$ cat src/rtl/traffic_intersection_pkg.sv
// Shared phase encodings and sizing helper for the intersection controller.
package traffic_intersection_pkg;

  typedef logic [2:0] phase_t;

  localparam phase_t PH_ALLRED = 3'd0;
  localparam phase_t PH_REDYLW = 3'd1;
  localparam phase_t PH_GREEN  = 3'd2;
  localparam phase_t PH_YELLOW = 3'd3;
  localparam phase_t PH_FLASH  = 3'd4;

  // Width of a direction index; never narrower than one bit.
  function automatic int unsigned dir_w(input int unsigned n);
    return (n < 2) ? 1 : $clog2(n);
  endfunction

endpackage

$ cat src/rtl/traffic_intersection_phase_timer.sv
// Loadable down-counter; holds at zero and flags the terminal count.
module traffic_intersection_phase_timer #(
  parameter int unsigned     CNT_W   = 8,
  parameter logic [CNT_W-1:0] RST_VAL = '0
) (
  input  logic             clk,
  input  logic             rst,
  input  logic             load_i,
  input  logic [CNT_W-1:0] load_val_i,
  output logic [CNT_W-1:0] cnt_o,
  output logic             done_o
);

  logic [CNT_W-1:0] cnt_q, cnt_d;

  // Next count: load wins, otherwise count down and stick at zero.
  always_comb begin
    cnt_d = cnt_q;
    if (load_i) begin
      cnt_d = load_val_i;
    end else if (cnt_q != '0) begin
      cnt_d = cnt_q - CNT_W'(1);
    end
  end

  // Counter register.
  always_ff @(posedge clk or posedge rst) begin
    if (rst) begin
      cnt_q <= RST_VAL;
    end else begin
      cnt_q <= cnt_d;
    end
  end

  assign cnt_o  = cnt_q;
  assign done_o = (cnt_q == '0);

endmodule

$ cat src/rtl/traffic_intersection.sv
// Round-robin multi-approach intersection controller with pedestrian walk and
// maintenance flashing-yellow mode.
module traffic_intersection
  import traffic_intersection_pkg::*;
#(
  parameter int unsigned NUM_DIR  = 2,
  parameter int unsigned REDYLW_T = 2,
  parameter int unsigned GREEN_T  = 6,
  parameter int unsigned YELLOW_T = 2,
  parameter int unsigned ALLRED_T = 1,
  parameter int unsigned PED_T    = 4,
  parameter int unsigned FLASH_T  = 1,
  parameter int unsigned CNT_W    = 8,
  localparam int unsigned DIR_W   = dir_w(NUM_DIR)
) (
  input  logic               clk,
  input  logic               rst,
  input  logic [NUM_DIR-1:0] ped_req_i,
  input  logic               maint_i,
  output logic [NUM_DIR-1:0] red_o,
  output logic [NUM_DIR-1:0] yellow_o,
  output logic [NUM_DIR-1:0] green_o,
  output logic [NUM_DIR-1:0] walk_o,
  output logic [DIR_W-1:0]   active_dir_o,
  output logic               in_flash_o
);

  localparam logic [CNT_W-1:0] ALLRED_LD = CNT_W'(ALLRED_T - 1);
  localparam logic [CNT_W-1:0] REDYLW_LD = CNT_W'(REDYLW_T - 1);
  localparam logic [CNT_W-1:0] GREEN_LD  = CNT_W'(GREEN_T - 1);
  localparam logic [CNT_W-1:0] YELLOW_LD = CNT_W'(YELLOW_T - 1);
  localparam logic [CNT_W-1:0] FLASH_LD  = CNT_W'(FLASH_T - 1);
  localparam logic [CNT_W-1:0] PED_LIM   = CNT_W'(PED_T);
  localparam logic [DIR_W-1:0] LAST_DIR  = DIR_W'(NUM_DIR - 1);

  phase_t             state_q, state_d;
  logic [DIR_W-1:0]   dir_q, dir_d, dir_nxt;
  logic [NUM_DIR-1:0] pend_q, pend_d;
  logic               grant_q, grant_d;
  logic               flash_on_q, flash_on_d;
  logic               tmr_load;
  logic [CNT_W-1:0]   tmr_load_val;
  logic [CNT_W-1:0]   tmr_cnt;
  logic               tmr_done;
  logic [CNT_W-1:0]   green_elapsed;

  traffic_intersection_phase_timer #(
    .CNT_W  (CNT_W),
    .RST_VAL(ALLRED_LD)
  ) u_timer (
    .clk       (clk),
    .rst       (rst),
    .load_i    (tmr_load),
    .load_val_i(tmr_load_val),
    .cnt_o     (tmr_cnt),
    .done_o    (tmr_done)
  );

  assign dir_nxt       = (dir_q == LAST_DIR) ? '0 : dir_q + DIR_W'(1);
  assign green_elapsed = GREEN_LD - tmr_cnt;

  // Phase sequencing, direction advance, pedestrian bookkeeping and flash toggle.
  always_comb begin
    state_d      = state_q;
    dir_d        = dir_q;
    pend_d       = pend_q | ped_req_i;
    grant_d      = grant_q;
    flash_on_d   = flash_on_q;
    tmr_load     = 1'b0;
    tmr_load_val = ALLRED_LD;
    case (state_q)
      PH_ALLRED: begin
        // Only safe point to enter maintenance mode.
        if (tmr_done) begin
          tmr_load = 1'b1;
          if (maint_i) begin
            state_d      = PH_FLASH;
            tmr_load_val = FLASH_LD;
            flash_on_d   = 1'b1;
          end else begin
            state_d      = PH_REDYLW;
            dir_d        = dir_nxt;
            tmr_load_val = REDYLW_LD;
          end
        end
      end
      PH_REDYLW: begin
        if (tmr_done) begin
          state_d      = PH_GREEN;
          tmr_load     = 1'b1;
          tmr_load_val = GREEN_LD;
          // A request arriving on this very edge is served now.
          grant_d       = pend_q[dir_q] | ped_req_i[dir_q];
          pend_d[dir_q] = 1'b0;
        end
      end
      PH_GREEN: begin
        if (tmr_done) begin
          state_d      = PH_YELLOW;
          tmr_load     = 1'b1;
          tmr_load_val = YELLOW_LD;
        end
      end
      PH_YELLOW: begin
        if (tmr_done) begin
          state_d      = PH_ALLRED;
          tmr_load     = 1'b1;
          tmr_load_val = ALLRED_LD;
        end
      end
      PH_FLASH: begin
        if (!maint_i) begin
          state_d      = PH_ALLRED;
          tmr_load     = 1'b1;
          tmr_load_val = ALLRED_LD;
          flash_on_d   = 1'b0;
        end else if (tmr_done) begin
          flash_on_d   = ~flash_on_q;
          tmr_load     = 1'b1;
          tmr_load_val = FLASH_LD;
        end
      end
      default: begin
        state_d  = PH_ALLRED;
        tmr_load = 1'b1;
      end
    endcase
  end

  // Controller state registers.
  always_ff @(posedge clk or posedge rst) begin
    if (rst) begin
      state_q    <= PH_ALLRED;
      dir_q      <= LAST_DIR;
      pend_q     <= '0;
      grant_q    <= 1'b0;
      flash_on_q <= 1'b0;
    end else begin
      state_q    <= state_d;
      dir_q      <= dir_d;
      pend_q     <= pend_d;
      grant_q    <= grant_d;
      flash_on_q <= flash_on_d;
    end
  end

  // Lamp decode from registered state only.
  always_comb begin
    red_o    = '1;
    yellow_o = '0;
    green_o  = '0;
    walk_o   = '0;
    case (state_q)
      PH_REDYLW: yellow_o[dir_q] = 1'b1;
      PH_GREEN: begin
        red_o[dir_q]   = 1'b0;
        green_o[dir_q] = 1'b1;
        walk_o[dir_q]  = grant_q && (green_elapsed < PED_LIM);
      end
      PH_YELLOW: begin
        red_o[dir_q]    = 1'b0;
        yellow_o[dir_q] = 1'b1;
      end
      PH_FLASH: begin
        red_o    = '0;
        yellow_o = {NUM_DIR{flash_on_q}};
      end
      default: ;
    endcase
  end

  assign active_dir_o = dir_q;
  assign in_flash_o   = (state_q == PH_FLASH);

endmodule

$ cat config.mk
export PLATFORM = sky130hd
export DESIGN_NAME = traffic_intersection
export DESIGN_NICKNAME = d
export VERILOG_FILES = /design/src/rtl/traffic_intersection_pkg.sv /design/src/rtl/traffic_intersection_phase_timer.sv /design/src/rtl/traffic_intersection.sv
export SDC_FILE = /design/constraint.sdc
export NUM_CORES = 1
export LEC_CHECK = 0
export CAP_MARGIN = 25
export CORE_MARGIN = 3
export CORE_UTILIZATION = 40
export DETAILED_ROUTE_END_ITERATION = 10
export PLACE_DENSITY = 0.61
export RECOVER_POWER = 25
export SYNTH_ARGS = -nofsm -noshare
export SYNTH_HDL_FRONTEND = slang
export SYNTH_SLANG_ARGS = --single-unit
$ cat constraint.sdc
create_clock -name clk -period 2.4 [get_ports clk]
set_input_delay 0.48 -clock clk [delete_from_list [all_inputs] [get_ports clk]]
set_output_delay 0.48 -clock clk [all_outputs]
set_load 0.02 [all_outputs]
==> results.txt <==
* Hold Crit Class: flip-flop to flip-flop
* Static leakage: 0.553 nW
- The cell count after synthesis came out at 112.
- TritonCTS built the clock tree.
- Netlist area before placement: 1060 sq um
* IR drop worst, VDD: 0.628 mV
- The clock net in this run drives a total of 16 sinks.
* Antenna violations before repair: 0
- Critical path arrival: 2.03 ns
* Violations in the final reports: setup timing
* Crit path required time: 1.92 ns
- Fin Clk Skew: 0.00228 ns
* Height of the die: 57.4 um
- The number of max-slew violations in the final report was 0.
- Number of max-cap violations: 0
* Status: finished, violations left
* Net count after synthesis: 121
* Area of the die: 3300 sq um
- Clock-pin slew was measured on the worst setup and hold paths at 0.10 ns.
- Clock period minus worst slack: 2.51 ns
- Of the total synthesized cell area, the portion taken by AND, OR, NAND and NOR gates is 25.2%.
* Core region area: 2500 sq um
- Inserted Diodes: 0
* CTS Root Buffer Type: clkbuf_4
- Maximum buffer depth of the clock tree: 2
- The detail route stage leaves a number of antenna-violating nets equal to 0.
- PD cells: 1130 nW/um^2
- The first global-routing pass estimated 4490 um of wire.
- STA classifies the critical path endpoint as an output pin.
- Setup repair after global routing missed its margin: yes
* Startpoint kind of the worst setup timing path: flip-flop
- After clock tree synthesis, the flow added hold-fix buffers numbering 0.
- Clock latency on the worst-skew pair, taken at its later pin, is 0.29 ns.
* Cell type with the largest total area after synthesis: dfrtp_1
- Final hold violation count: 0
- Post-placement worst setup slack: -0.407 ns
* Vias post-DR: 968
* Post-synth EDFFs: 0
- In this run, synthesis produced a sequential element count of 16.
- Layout cell share with drive strength beyond 1: 28.6%
- Among all flip-flop cells after synthesis, the most frequent one is dfrtp_1.
- Worst-path maximum fanout: 3
* IO Pins: 15
- In this run the core area contains 18 standard-cell rows.
- Max-slew headroom at the worst pin: 57.1%
- In the post-route analysis, the smallest setup slack over all paths is -0.107 ns.
* Initial Util: 42.3%
- Sum of routed wire length over all layers: 2570 um
- The critical path is of the flip-flop to output pin type.
* Mean instance size in the synthesized netlist: 9.44 sq um
- For this run, design rule violations remaining after detail routing come to 0.
- Entering global routing, the biggest net connects 17 pins.
- The synthesized netlist devotes 22.0% of its cell area to compound gates.
- Detailed-placement wirelength estimate: 1890 um
- At the pin with the least slew margin, the transition time is 0.643 ns.
- The Yosys step of the flow raised 0 warnings.
- In the finished design, the share of the clock period the worst path needs comes to 104%.
- Sequential fraction of the synthesis area: 38.0%
* Die extent in x: 57.4 um
- The first detailed-routing pass took 4 iterations.
- The share of synthesized area in the top cell type comes to 35.5%.
- Final-layout setup total negative slack: -0.152 ns
- Among all stages on the critical path, the largest delay is contributed by or4_4.
- Of the total synthesized cell area, the portion taken by full adders, half adders and majority gates is 4.73%.
- Post-synthesis cell type count: 43
- Number of global-route vias before repair: 947
- The signal on the critical path passes through or4_4 > a2111o_1 > a211oi_2 > buf_4.
* Routed length per instance: 15.1 um
- Ranked by total cell area, the synthesized netlist is headed by dfrtp_1 36%, a21oi_1 5.2%, ha_1 4.7%.
* Area Growth Syn to Fin: 29.9%
- GRT Overall Usage: 17.4%
* Net count of the finished layout: 150
* Routed via count divided by cell count: 5.69
- In this design, the stage delay of the slowest critical-path cell is 0.54 ns.
- Measured against the total synthesized area, the mux share comes to 2.01%.
- Global routing finished with a remaining overflow of 0.
* Largest family of logic cells by synthesized area: simple AND/OR/NAND/NOR gates
- Max Fclk: 0.399 GHz
- Weighted congestion reported at the end of routability-driven placement: 0.827
- Number of H-tree levels: 1
* Share of the synthesized netlist area taken by xor and xnor gates: 1.66%
- In this run the tool buffered the top-level ports with 14 buffer cells.
* Final setup violation count: 2
* Proportion of register bits with asynchronous set or reset after synthesis: 100%
- Clock tree synthesis inserted a total of 3 buffers.
- After the first detailed-routing iteration, the DRC count stood at 32.
==> state kept, by name (all words and copies together), names as in the netlist <==
| name | flops |
|---|---|
| grant_q | 1 |
| u_timer.cnt_o | 8 |
| pend_q | 2 |
| flash_on_q | 1 |
| state_q | 3 |
| active_dir_o | 1 |
==> worst max-delay path: cells and delay by family (launching register included) <==
| kind | cells | cell delay, ns |
|---|---|---|
| compound gates | 2 | 0.63 |
| buf+inv | 1 | 0.17 |
| flops | 1 | 0.40 |
| simple gates | 1 | 0.54 |
==> final timing paths <==
| path | startpoint | endpoint | slack [ns] | depth (start not counted) |
|---|---|---|---|---|
| setup / recovery | u_timer.cnt_o[3]$_DFFE_PP0P_ | walk_o[1] | -0.11 | 4 |
| hold / removal | pend_q[0]$_DFF_PP0_ | pend_q[0]$_DFF_PP0_ | 0.52 | 2 |
| setup reg to reg | u_timer.cnt_o[1]$_DFFE_PP0P_ | grant_q$_DFFE_PP0N_ | 0.39 | 7 |
| hold reg to reg | pend_q[0]$_DFF_PP0_ | pend_q[0]$_DFF_PP0_ | 0.52 | 2 |
| max in group asynchronous | rst | state_q[2]$_DFFE_PP0P_ | 1.25 | 2 |
| min in group asynchronous | rst | state_q[0]$_DFFE_PP0P_ | 0.70 | 2 |
==> power by group <==
| group | internal (mW) | switching [mW] | leakage, nW | total (mW) |
|---|---|---|---|---|
| clock | 0.0924 | 0.0900 | 0.0210 | 0.182 |
| combinational | 0.435 | 0.453 | 0.353 | 0.888 |
| sequential | 0.373 | 0.103 | 0.179 | 0.476 |
==> cells by family (layout without fill, tap and decap cells) <==
logic type / count (synthesis) / count (layout)
fa+ha+maj: 4 / 4
flops: 16 / 16
simple gates: 41 / 41
compound gates: 33 / 33
xor+xnor: 2 / 2
mux: 2 / 2
buf+inv: 14 / 42
==> per-layer routing <==
layer	up-vias	GRT usage [%]	part of all wire (%)
li1	475	-	-
met1	470	24.3	48
met2	18	25.8	48
met3	5	4.07	3.0
met4	0	6.62	0.97
met5	-	0	0
==> final cells by class <==
| class | instances | area (sq um) |
|---|---|---|
| clock buffers | 4 | 36.3 |
| well taps | 30 | 37.5 |
| multi-input cells | 82 | 606 |
| fillers | 219 | 1130 |
| inverters | 7 | 26.3 |
| repair buffers | 31 | 264 |
| flip-flops and latches | 16 | 404 |
==> cell usage in the layout (no fill, tap or decap), drive strengths merged, types with 3 or more instances in the layout <==
master and count:
a21oi 11, buf 19, clkbuf 4, clkdlybuf4s50 6, dfrtp 15, dlygate4sd2 4, ha 4, inv 7
nand2 4, nand2b 3, nand3 3, nor2 6, nor3 3, nor3b 3, nor4 5, o21ai 6
==> synth_stat cells (all sizes together), types with 2 or more instances <==
cell type	n
nor4	5
nand4	2
nand2b	3
inv	7
nand2	4
dfrtp	15
ha	4
a32o	2
buf	2
nor3b	3
clkbuf	5
or4	2
nand4b	2
nor2	6
o31ai	2
o21ai	6
nor3	3
a21oi	11
a211oi	2
nand3	3
a2111o	2
nor2b	2
or3b	2
==> metrics by stage <==
step,instance area (sq um),power [mW],utilization [%],std cells,hold WS [ns]
after floorplan,1060,1.00,-,112,0.393
after global placement,1310,1.31,52.6,165,0.495
after detailed placement,1310,1.32,52.6,165,0.491
after CTS,1360,1.53,54.4,169,0.518
after global routing,1370,1.66,55.0,170,0.582
final,1370,1.55,55.0,170,0.520
==> what timing repair did <==
item | 4_1_cts | 5_1_grt
buffers inserted | 1 | 1
pin swaps | 5 | 2
gates resized for setup | 19 | 3
setup endpoints to repair | 6 | 5
Power figures use the tool's default switching activity.
